--- src/rtl/traffic_pkg.sv ---
// Shared types and constants for the junction phase sequencer.
// States, light encodings and default phase durations.
package traffic_pkg;

  typedef enum logic [2:0] {
    AR_NS = 3'd0,
    NS_G  = 3'd1,
    NS_Y  = 3'd2,
    AR_EW = 3'd3,
    EW_G  = 3'd4,
    EW_Y  = 3'd5,
    WALK  = 3'd6,
    EMERG = 3'd7
  } state_t;

  typedef enum logic {
    DIR_NS = 1'b0,
    DIR_EW = 1'b1
  } dir_t;

  localparam logic [2:0] LT_RED = 3'b100;
  localparam logic [2:0] LT_YEL = 3'b010;
  localparam logic [2:0] LT_GRN = 3'b001;

  localparam int T_GREEN_DEF  = 9;
  localparam int T_YELLOW_DEF = 3;
  localparam int T_ALLRED_DEF = 1;
  localparam int T_WALK_DEF   = 7;

endpackage

--- src/rtl/traffic_phase_ctrl.sv ---
// Two-road junction phase sequencer driving the countdown timer,
// vehicle lights, pedestrian walk lamp and emergency all-red.
module traffic_phase_ctrl
  import traffic_pkg::*;
#(
  parameter int T_GREEN  = T_GREEN_DEF,
  parameter int T_YELLOW = T_YELLOW_DEF,
  parameter int T_ALLRED = T_ALLRED_DEF,
  parameter int T_WALK   = T_WALK_DEF
) (
  input  logic       sys_clk,
  input  logic       reset,
  input  logic       timer_exp,
  input  logic       ped_req,
  input  logic       emerg,
  output logic       st_timer,
  output logic [3:0] time_val,
  output logic       timer_clr,
  output logic [2:0] ns_light,
  output logic [2:0] ew_light,
  output logic       walk,
  output logic [2:0] phase
);

  localparam logic [3:0] TV_G  = 4'(T_GREEN);
  localparam logic [3:0] TV_Y  = 4'(T_YELLOW);
  localparam logic [3:0] TV_AR = 4'(T_ALLRED);
  localparam logic [3:0] TV_W  = 4'(T_WALK);

  state_t     state;
  state_t     nxt_state;
  dir_t       next_dir;
  dir_t       nxt_dir;
  logic       ped_pending;
  logic       nxt_pend;
  logic       clr_n;
  logic [3:0] tv_n;
  logic [2:0] ns_n;
  logic [2:0] ew_n;
  logic       walk_n;

  always_comb begin
    nxt_state = state;
    nxt_dir   = next_dir;
    clr_n     = 1'b0;
    if (state == EMERG) begin
      if (!emerg) begin
        nxt_state = AR_NS;
        nxt_dir   = DIR_NS;
        clr_n     = 1'b1;
      end
    end else if (emerg) begin
      nxt_state = EMERG;
      clr_n     = 1'b1;
    end else if (timer_exp) begin
      unique case (1'b1)
        (state == AR_NS): nxt_state = NS_G;
        (state == NS_G):  nxt_state = NS_Y;
        (state == AR_EW): nxt_state = EW_G;
        (state == EW_G):  nxt_state = EW_Y;
        (state == NS_Y): begin
          nxt_state = ped_pending ? WALK : AR_EW;
          nxt_dir   = DIR_EW;
        end
        (state == EW_Y): begin
          nxt_state = ped_pending ? WALK : AR_NS;
          nxt_dir   = DIR_NS;
        end
        (state == WALK):
          nxt_state = (next_dir == DIR_EW) ? AR_EW : AR_NS;
        default: nxt_state = state;
      endcase
    end
  end

  // Entering WALK serves the request, including one arriving that cycle.
  always_comb begin
    nxt_pend = ped_pending;
    if (state != WALK && nxt_state == WALK)
      nxt_pend = 1'b0;
    else if (ped_req && state != WALK)
      nxt_pend = 1'b1;
  end

  always_comb begin
    tv_n   = TV_AR;
    ns_n   = LT_RED;
    ew_n   = LT_RED;
    walk_n = 1'b0;
    unique case (1'b1)
      (nxt_state == NS_G): begin
        tv_n = TV_G;
        ns_n = LT_GRN;
      end
      (nxt_state == NS_Y): begin
        tv_n = TV_Y;
        ns_n = LT_YEL;
      end
      (nxt_state == EW_G): begin
        tv_n = TV_G;
        ew_n = LT_GRN;
      end
      (nxt_state == EW_Y): begin
        tv_n = TV_Y;
        ew_n = LT_YEL;
      end
      (nxt_state == WALK): begin
        tv_n   = TV_W;
        walk_n = 1'b1;
      end
      (nxt_state == EMERG): tv_n = 4'd0;
      default: tv_n = TV_AR;
    endcase
  end

  always_ff @(posedge sys_clk) begin
    if (reset) begin
      state       <= AR_NS;
      next_dir    <= DIR_NS;
      ped_pending <= 1'b0;
      st_timer    <= 1'b0;
      timer_clr   <= 1'b0;
      time_val    <= TV_AR;
      ns_light    <= LT_RED;
      ew_light    <= LT_RED;
      walk        <= 1'b0;
    end else begin
      state       <= nxt_state;
      next_dir    <= nxt_dir;
      ped_pending <= nxt_pend;
      st_timer    <= (nxt_state != EMERG);
      timer_clr   <= clr_n;
      time_val    <= tv_n;
      ns_light    <= ns_n;
      ew_light    <= ew_n;
      walk        <= walk_n;
    end
  end

  assign phase = state;

endmodule

--- config.mk ---
export PLATFORM = sky130hd
export DESIGN_NAME = traffic_phase_ctrl
export DESIGN_NICKNAME = d
export VERILOG_FILES = /design/src/rtl/traffic_pkg.sv /design/src/rtl/traffic_phase_ctrl.sv
export SDC_FILE = /design/constraint.sdc
export NUM_CORES = 1
export LEC_CHECK = 0
export CORE_ASPECT_RATIO = 0.7
export CORE_MARGIN = 8
export CORE_UTILIZATION = 40
export CTS_CLUSTER_DIAMETER = 60
export CTS_CLUSTER_SIZE = 20
export DETAILED_ROUTE_END_ITERATION = 10
export PLACE_DENSITY = 0.67
export SYNTH_ARGS = -nofsm -noshare
export SYNTH_HDL_FRONTEND = slang
export SYNTH_SLANG_ARGS = --single-unit
--- constraint.sdc ---
create_clock -name sys_clk -period 1.57 [get_ports sys_clk]
set_input_delay 0.3925 -clock sys_clk [delete_from_list [all_inputs] [get_ports sys_clk]]
set_output_delay 0.3925 -clock sys_clk [all_outputs]
set_load 0.1 [all_outputs]
==> results of run 1 <==
## cell type report
type	instances	area, um^2	area share [%]
Clock buffer	4	26.3	2.09
Inverter	4	15.0	1.19
Multi-Input combinational cell	58	398	31.6
Sequential cell	18	367	29.1
Tap cell	24	30.0	2.39
Timing Repair Buffer	28	423	33.6
## cells in the mapped netlist (all sizes together) (3+ instances only)
master,number
dfxtp,18
nor2,9
a21oi,7
buf,5
nand2,5
inv,4
nand3b,4
xnor2,4
and3,3
nand3,3
o211ai,3
## state kept, by name, indices dropped and copies added (netlist names)
register	cells
ew_light	3
next_dir	1
ns_light	3
ped_pending	1
phase	3
st_timer	1
time_val	4
timer_clr	1
walk	1
## power breakdown
part | switching [mW] | total, mW | leakage [nW] | internal, mW
clock network | 0.131 | 0.230 | 0.0150 | 0.0989
registers | 0.0524 | 0.537 | 0.149 | 0.485
logic | 0.251 | 0.421 | 0.346 | 0.169
total | 0.435 | 1.19 | 0.510 | 0.753
## worst reg2reg max path, delay by kind of cell (launching register included)
family	cells	cell delay, ns
DFF	1	0.53
and+or+nand+nor	3	0.52
AOI/OAI and AO/OA	1	0.16
## stage by stage
step	hold WS (ns)	setup slack, ns	setup TNS [ns]	std cells	utilization [%]
detailed placement	0.540	-0.313	-2.80	132	59.3
global placement	0.534	-0.255	-2.20	132	59.3
CTS	0.558	0.00619	0	136	60.6
floorplan	0.466	0.0539	0	86	-
finish	0.565	0.130	0	136	60.9
global route	0.634	0.0697	0	136	60.9
## repair_timing
action / in CTS / in global routing
gates resized for setup: 0 / 2
hold buffers: 0 / 0
endpoints found under the setup margin: 0 / 6
## path summary, 6_finish.rpt
| kind | depth (start not counted) | slack, ns | endpoint | start |
|---|---|---|---|---|
| setup reg to reg | 4 | 0.25 | ew_light[2] | phase[1] |
| hold / removal | 2 | 0.57 | next_dir | next_dir |
| hold reg to reg | 2 | 0.57 | next_dir | next_dir |
| setup / recovery | 1 | 0.13 | phase[1] | phase[1] |
## cell families (layout without fill, tap and decap cells)
kind of cell / after synthesis / after routing
AOI/OAI and AO/OA: 22 / 22
xor gates and xnor gates: 4 / 4
DFF: 18 / 18
and+or+nand+nor: 32 / 32
buffers and inverters: 10 / 36
## metal layers
metal / global-route usage (%) / vias to the layer above / wire (um) / part of all wire (%)
li1: - / 356 / - / -
met1: 11.1 / 338 / 843 / 45
met2: 18.2 / 23 / 872 / 46
met3: 6.22 / 4 / 156 / 8.3
met4: 2.74 / 0 / 17 / 0.90
met5: 0 / - / 0 / 0
## cell usage in the layout, fill, tap and decap left out, drive strengths merged, types with 2 or more instances in the layout
cell,netlist,layout
clkdlybuf4s50,0,3
nand3,3,3
dfxtp,18,18
clkbuf,1,4
nand2b,2,2
o211ai,3,3
nand3b,4,4
o21ai,2,2
a21oi,7,7
nor3,2,2
xnor2,4,4
nand2,5,5
and3,3,3
inv,4,4
nor2,9,9
buf,5,24
==> metrics, run 1 <==
Synth warnings=0; Distinct cells, synth=33; Synth area leaders=dfxtp_1 43%, buf_6 5.4%, xnor2_1 4.2%; worst skew pair latency=~0.29 ns; drt initial violations=5; main combinational cell family by area after synthesis=simple AND/OR/NAND/NOR gates; Slew @ Worst Pin=0.321 ns; Clock Sinks=18; Total Wirelength=between 1.5 and 2 mm; Synth Area in Compound Gates=around a fifth; Synth top area share=a little over two fifths; Tcrit/Tclk final=between 90% and 100%; CTS clock-pin slew for the worst setup and hold paths=0.09 ns; DRC errors left=0; post-CTS setup buffers=0; Final #Nets=about 120; initial antenna violation count=0; number of global-route vias before repair=702; largest net degree at the start of global routing=20; Clock Tree Buf Depth=2; die area=3840 um^2; RD Place Congestion=between 0.8 and 0.9; Max Cap Viol=0; xor/xnor share of the synthesized area=roughly 4.2%; Synth Area in Adders=0%; CP delay by family, top=flip-flops; PwrDens=944 nW/um^2; critical path buffer and inverter count=1; num rows=14; Hold/Removal Path Class=flop to flop; Pwr Total=around 1.2 mW; first-pass GRT wire length=about 3.1 mm; CP endpoint kind=output pin; post-synthesis instance area=838 um^2; total track usage=a little over a tenth; number of CTS-inserted buffers=3; placed cell areas=roughly 1200 um^2; area leader, netlist=dfxtp_1; status=completed; Synth Area in Simple Gates=23.4%; CP arrival=1.05 ns; ratio of cells with drive above 1 in the final layout=35.7%; Setup Crit Path Kind=flop to output pin; Post-Syn Instances=86; IO buf count=20; mux contribution to synthesized area=0%; CTS tree=done; htree depth=1; I/O pin total=21; f_max=0.695 GHz; drt first pass iters=4; crit-path cells=buf_12; Avg WL per Cell=around 14 um; final setup fails=0; FILL cells=190; hpwl dp=between 1 and 1.5 mm; CP startpoint kind=flop; Die W=70.7 um; vias=721; initial core utilization=40.6%; Antenna Violating Nets Remaining=0; GR Overflow Total=0; asr flop ratio synth=0%; slew margin rel.=about 79%; syn_area_per_cell=9.75 um^2; Die Ht=54.3 um; Top FF cell, synth=dfxtp_1; Worst Path Max Fanout=16; number of synthesized register bits=18; post-route cell area=about 1300 um^2; total core area=around 2100 um^2; Worst path slowest cell=dfxtp_2; number of enable flip-flop cells after synthesis=0; Leak=approximately 0.51 nW; vias per inst=~5.3; min Tclk post-route=approximately 1.4 ns; WP data required=approximately 1.2 ns; crit-path max cell delay=~0.53 ns; CTS root buf=clkbuf_4; VDD IR max=646 uV; RSZ-0062 raised after global routing=false; Ant. Diodes=0; Post-Syn Nets=91; max-slew violation count=0; clk_skew=about 0.00049 ns; post-synthesis sequential area ratio=between 40% and 50%; Layout area overhead=50.1%; endpoints failing hold=0
No activity file was read; power rests on OpenSTA's default activity.
==> inputs of run 2 (changes only) <==
--- a/config.mk
+++ b/config.mk
@@ -12,6 +12,7 @@
 export CTS_CLUSTER_SIZE = 20
 export DETAILED_ROUTE_END_ITERATION = 10
 export PLACE_DENSITY = 0.67
+export REMOVE_ABC_BUFFERS = 1
 export SYNTH_ARGS = -nofsm -noshare
 export SYNTH_HDL_FRONTEND = slang
 export SYNTH_SLANG_ARGS = --single-unit
==> run 2 against run 1 <==
Net effect:
- routed wire length increased by 7.0%
- non-clock buffer count increased by 2
- setup slack got worse by 0.053 ns
- via count increased by 2.9%
- utilization increased by 1.1 points
- critical path depth increased by 1
==> metrics, run 2 (synthesized netlist as in run 1, its figures left out) <==
CP endpoint kind=output pin; CTS root buf=clkbuf_4; Setup Crit Path Kind=flop to output pin; Clock Tree Buf Depth=2; largest net degree at the start of global routing=18; vias per inst=~5.4; die area=3840 um^2; final setup fails=0; sequential share of power=about 42%; vias=around 740; drt first pass iters=4; drt initial violations=18; sw power=around 0.46 mW; crit-path cells=buf_4 -> buf_12; most frequent cells in the layout=16 x buf_12, 15 x dfxtp_1, 10 x buf_4; post-CTS setup buffers=0; Ant. Diodes=0; Pint=roughly 0.80 mW; Worst Min Path Start=next_dir; Worst Path Max Fanout=17; number of CTS-inserted buffers=3; Slew @ Worst Pin=0.329 ns; sw frac=36.3%; htree depth=1; hold_buf cts=0; num rows=14; Die Ht=54.3 um; DRC errors left=0; WP data required=1.18 ns; Antenna Violating Nets Remaining=0; I/O pin total=21; CP Launch Point=phase[2]; slew margin rel.=78.1%; Final #Nets=120; hpwl dp=~1.5 mm; CP arrival=around 1.1 ns; CP startpoint kind=flop; post-CTS resize count=5; RD Place Congestion=a little over 0.9; initial antenna violation count=0; f_max=around 0.67 GHz; Tcrit/Tclk final=a little over nine tenths; Layout area overhead=52.8%; VDD IR max=a little over 600 uV; wire length on met1=868 um; endpoints failing hold=0; worst hold slack=about 0.57 ns; RSZ-0062 raised after global routing=false; Clock Sinks=18; power share of the combinational group=a little over a third; Hold/Removal Path Class=flop to flop; Largest register FFs=4; most common cell after layout, fill and taps aside=buf_12; FILL cells=~180; CTS tree=done; Max Cap Viol=0; crit-path max cell delay=0.47 ns; WL met3=207 um; Worst path slowest cell=dfxtp_4; total core area=2070 um^2; largest reg by FF count=time_val; IO buf count=20; first-pass GRT wire length=between 3 and 4 mm; GR Overflow Total=0; utilization after layout=approximately three fifths; PwrDens=roughly 1000 nW/um^2; number of global-route vias before repair=between 700 and 800; ratio of cells with drive above 1 in the final layout=approximately 37%; r2r startpoint=phase[2]; initial core utilization=about two fifths; total track usage=between 10% and 20%; Top Layer Used=met4; Leak=between 0.5 and 0.6 nW; routed wl met2=~900 um; worst skew pair latency=around 0.3 ns; clk_skew=0.00755 ns; Die W=slightly above 70 um; min Tclk post-route=1.49 ns; max-slew violation count=0; Total Wirelength=between 2 and 2.5 mm; CTS clock-pin slew for the worst setup and hold paths=0.11 ns; Avg WL per Cell=around 15 um; status=completed; Clk pwr share=roughly 23%
-- run 2: cell types whose count changed in the layout (fill, tap and decap cells not counted), sizes merged --
cell          previous run  this run
buf                     24        26
dlygate4sd2              0         1
dlymetal6s2s             1         0
-- run 2: critical path, delay by kind of cell, from the launching register on --
| family | cells | cell delay (ns) |
|---|---|---|
| buf+inv | 2 | 0.32 |
| flops | 1 | 0.47 |
-- run 2: power groups by stage --
stage / Clock, mW / Sequential [mW] / Combinational, mW
floorplan: 0 / 0.686 / 0.111
global placement: 0 / 0.539 / 0.432
detailed placement: 0 / 0.541 / 0.436
CTS: 0.298 / 0.532 / 0.437
global route: 0.325 / 0.539 / 0.459
finish: 0.290 / 0.532 / 0.437
-- run 2: layout make-up --
class | count | area (um^2) | share of cell area [%]
Clock buffer | 4 | 36.3 | 2.83
Inverter | 4 | 15.0 | 1.17
Multi-Input combinational cell | 58 | 394 | 30.8
Sequential cell | 18 | 372 | 29.0
Tap cell | 24 | 30.0 | 2.34
Timing Repair Buffer | 30 | 434 | 33.9
-- run 2: path summary, 6_finish.rpt --
check,end,slack (ns),cells past startpoint
worst max register to register,ew_light[2],0.27,4
worst max-delay path,phase[2],0.08,2
worst min-delay path,next_dir,0.57,2
worst min register to register,next_dir,0.57,2
-- run 2: through the flow --
step / instances / cell area, um^2 / power (mW) / setup slack, ns / setup TNS (ns)
global placement: 134 / 1230 / 0.971 / -0.280 / -2.46
detailed placement: 134 / 1230 / 0.977 / -0.349 / -3.27
finish: 138 / 1280 / 1.26 / 0.0774 / 0
global route: 138 / 1280 / 1.32 / 0.0164 / 0
floorplan: 80 / 769 / 0.797 / -0.469 / -5.47
CTS: 138 / 1280 / 1.27 / 0.0112 / 0
-- run 2: routing by layer --
metal	global-route usage, %	up-vias
li1	-	360
met1	13.7	349
met2	18.7	29
met3	6.22	4
met4	6.51	0
met5	0	-
==> patch 1: new RTL, config.mk and constraints of run 1 <==
Make the reset (`reset`) asynchronous in one clocked block.
--- a/src/rtl/traffic_phase_ctrl.sv
+++ b/src/rtl/traffic_phase_ctrl.sv
@@ -113,7 +113,7 @@
     endcase
   end
 
-  always_ff @(posedge sys_clk) begin
+  always_ff @(posedge sys_clk or posedge reset) begin
     if (reset) begin
       state       <= AR_NS;
       next_dir    <= DIR_NS;
Function: differs if reset is asserted again (counterexample within 4 cycles, from zero or initial values and one cycle with reset high); with reset held inactive, the same outputs for 10 cycles.
==> patch 1 against run 1 <==
The run now ends with negative setup slack left; synthesized area up 1.0%; die area up 0.77%; wire length grew 23%; largest cell class unchanged; worst hold slack got worse by 0.17 ns; worst setup slack got worse by 0.15 ns; cell count rose by 13%; final area rose by 20%; sequential cell count stayed put.
Power is not compared: it rests on default switching activity, and its combinational part moved more than twofold at a synthesized area within 25%.
==> patch 1: results (changes against run 1) <==
Synthesis
  • Synth async-reset ratio: 1.00 (was 0)
  • Synth top area cells: dfrtp_1 (44%), dfstp_2 (9.3%), nor2_1 (4.9%) (was dfxtp_1 (43%), buf_6 (5.4%), xnor2_1 (4.2%))
  • Seq/Total Area, Yosys: 0.536 (was 0.430)
  • Synth Net Count: 87 (was 91)

Timing
  • Hold slack: 0.393 ns (was 0.565 ns)
  • Max_slew headroom: 0.793 (was 0.786)
  • Setup TNS: -0.0167 ns (was 0 ns)
  • Endpoints failing setup: 1 (was 0)
  • PnR worst setup slack: -0.0167 ns (was 0.130 ns)

Detailed routing
  • Routed met3 length: 186 microns (was 156 microns)
  • Via density: 5.17 (was 5.30)
  • WL met2: 1.09 mm (was 872 microns)
  • 1st-iter DRT viols: 22 (was 5)
  • M1 WL: 1.01 mm (was 843 microns)

Setup path
  • Setup crit end kind: register (was output port)
  • Reg2Reg Capture Point: ew_light[1] (was ew_light[2])
  • Reg-to-reg startpoint: phase[2] (was phase[1])
  • CP peak stage delay: 0.56 ns (was 0.53 ns)
  • CP max FO: 8 (was 16)
  • CP max stage cell: dfrtp_4 (was dfxtp_2)

Min path
  • Hold crit path type: primary input to asynchronous set/reset pin (was register to register)

Finish
  • Filler Cell Count: 138 (was 190)

Outcome
  • Failing checks: negative setup slack
  • Status: finished with violations (was completed)

Global route
  • GR Util All Layers: 0.137 (was 0.106)
  • Maximum number of pins on one net before global-route repair: 19 (was 20)
  • Vias in the first global route: 840 (was 702)
-- patch 1: timing repair --
item                                    CTS  global route
endpoints found under the setup margin   10             8
buffers inserted                          3             0
pin swaps                                 3             1
gates resized for setup                   4             4
gates cloned                              0             0
-- patch 1: layout make-up --
type / count / area share
repair buffers: 47 / 0.382
flip-flops and latches: 18 / 0.307
multi-input cells: 54 / 0.250
clock buffers: 4 / 0.0240
well taps: 24 / 0.0198
inverters: 6 / 0.0165
-- patch 1: logic make-up after synthesis --
family | count (synthesis) | synth area share
simple gates | 33 | 0.211
xor+xnor | 3 | 0.0310
flops | 18 | 0.536
buf+inv | 10 | 0.0532
compound gates | 18 | 0.168
-- patch 1: worst register-to-register path: cells and delay by family, from the launching register on --
family                 cells  cell delay, ns
AOI/OAI and AO/OA          2            0.30
DFF                        1            0.56
buffers and inverters      1            0.16
and+or+nand+nor            2            0.47
==> patch 2: new RTL, config.mk and constraints of run 1 <==
Made on the original files. Remove the register `ns_light`: a continuous assignment takes its place, so the output `ns_light` follows one clock earlier.
--- a/src/rtl/traffic_phase_ctrl.sv
+++ b/src/rtl/traffic_phase_ctrl.sv
@@ -121,7 +121,6 @@
       st_timer    <= 1'b0;
       timer_clr   <= 1'b0;
       time_val    <= TV_AR;
-      ns_light    <= LT_RED;
       ew_light    <= LT_RED;
       walk        <= 1'b0;
     end else begin
@@ -131,12 +130,13 @@
       st_timer    <= (nxt_state != EMERG);
       timer_clr   <= clr_n;
       time_val    <= tv_n;
-      ns_light    <= ns_n;
       ew_light    <= ew_n;
       walk        <= walk_n;
     end
   end
 
+  assign ns_light = ns_n;
+
   assign phase = state;
 
 endmodule
Check against the original RTL: not equivalent (Yosys sat finds a counterexample within 4 cycles, from zero or initial values and one cycle with reset high).
==> patch 2 against run 1 <==
The flow now finishes with violations (negative setup slack); synthesized area shrank 12%; combinational power increased by 29%; final area is 8.7% higher; cell count up 1.5%; total power grew 2.8%; wire length grew 14%; global-route usage rose by 2.6 points; sequential cell count fell by 4; worst setup slack worse by 0.38 ns; synthesized cell count fell by 9.3%; critical endpoint is now ns_light[2].
==> patch 2: results (changes against run 1) <==
Outcome
  • Status: finished with violations (was completed)
  • Failing checks: negative setup slack

Place
  • Place WS: -0.521 ns (was -0.313 ns)
  • DP Cell Count: 129 (was 132)
  • Cell Area, Placed: 0.00127 sq mm (was 0.00123 sq mm)
  • Routability cong.: 0.883 (was 0.819)
  • Post-DP HPWL: 1.58 mm (was 1.47 mm)

Power and ir drop
  • Leak: 0.553 nW (was 0.510 nW)
  • VDD IR max: 0.853 mV (was 0.646 mV)

Setup path
  • CP max FO: 4 (was 16)
  • Worst EP arrival: 1.42 ns (was 1.05 ns)
  • Worst-case reg-to-reg path depth: 5 (was 4)
  • Flop-to-flop setup slack: 0.04 ns (was 0.25 ns)
  • Cell family with most CP delay: simple AND/OR/NAND/NOR gates (was flip-flops)

Global route
  • Vias in the first global route: 713 (was 702)
  • First-pass GRT wire length: 3.40 mm (was 3.14 mm)
  • Maximum number of pins on one net before global-route repair: 17 (was 20)
  • GR Util All Layers: 0.131 (was 0.106)

Detailed routing
  • Via density: 5.24 (was 5.30)
  • Detailed Route WL: 2.14 mm (was 1.89 mm)
  • 1st-iter DRT viols: 11 (was 5)
  • First drt pass iteration count: 6 (was 4)

Timing
  • PnR worst setup slack: -0.245 ns (was 0.130 ns)
  • Endpoints failing setup: 3 (was 0)
  • Hold slack: 0.592 ns (was 0.565 ns)
  • Max_slew headroom: 0.795 (was 0.786)
  • Clock skew: 0.0105 ns (was 0.000494 ns)
  • Setup TNS: -0.649 ns (was 0 ns)

Synthesis
  • Synth top area cells: dfxtp_1 (38%), a21oi_1 (4.1%), a311oi_2 (4.1%) (was dfxtp_1 (43%), buf_6 (5.4%), xnor2_1 (4.2%))
  • Synth unique cells: 39 (was 33)
  • Post-synth top cells: dfxtp_1 (14), a21oi_1 (6), nand2_1 (6) (was dfxtp_1 (18), nor2_1 (9), a21oi_1 (6))
  • Seq/Total Area, Yosys: 0.378 (was 0.430)

Finish
  • # nets final: 122 (was 118)
  • Filler Cell Count: 121 (was 190)
  • Layout cells sized above 1: 0.534 (was 0.357)

Min path
  • Hold Crit Depth: 2 (unchanged)
## patch 2: changes by cell type in the layout (fill, tap and decap cells not counted), moves of 3 or more
| cell | before | now |
|---|---|---|
| nand3b_1 | 4 | 0 |
| xnor2_1 | 4 | 1 |
| buf_4 | 8 | 16 |
| buf_6 | 0 | 3 |
| nor2b_1 | 0 | 3 |
| dfxtp_1 | 15 | 10 |
| nor2_1 | 9 | 5 |
## patch 2: path summary, 6_finish.rpt
path | startpoint | to
setup / recovery | timer_exp | ns_light[2]
setup reg to reg | phase[1] | time_val[3]
hold / removal | next_dir | next_dir
hold reg to reg | next_dir | next_dir
## patch 2: routing by layer
layer  vias to the layer above  track usage  share of wire
met5                         -            0              0
met4                         0       0.0277              0
met3                         0       0.0493          0.076
met2                        24        0.230           0.48
met1                       343        0.149           0.45
li1                        356            -              -
## patch 2: cell type report
cell class	instances	area, sq um	share of cell area
clock buffers	4	36.3	0.0265
inverters	2	7.51	0.00548
multi-input cells	56	470	0.344
flip-flops and latches	14	293	0.214
well taps	22	27.5	0.0201
repair buffers	40	534	0.390
## patch 2: what timing repair did
action / in CTS / in global routing
buffers inserted: 5 / 1
setup endpoints to repair: 11 / 9
pin swaps: 2 / 5
hold buffers: 0 / 0
resized for setup: 4 / 6
## patch 2: where the power goes
part / internal, mW / switching [mW]
combinational: 0.233 / 0.309
sequential: 0.378 / 0.0420
clock: 0.141 / 0.118
total: 0.752 / 0.469
## patch 2: kinds of logic (layout without fill, tap and decap cells)
family	Yosys count	after routing	share of synthesized area
compound gates	21	21	0.215
xor+xnor	3	3	0.0456
buf+inv	8	46	0.0760
flops	14	14	0.378
mux	1	1	0.0152
simple gates	31	31	0.270
## patch 2: worst min-delay path: stages (launching register included)
cell,delay (ns)
dfxtp_1,0.35
a2bb2oi_1,0.15
nor2_1,0.05
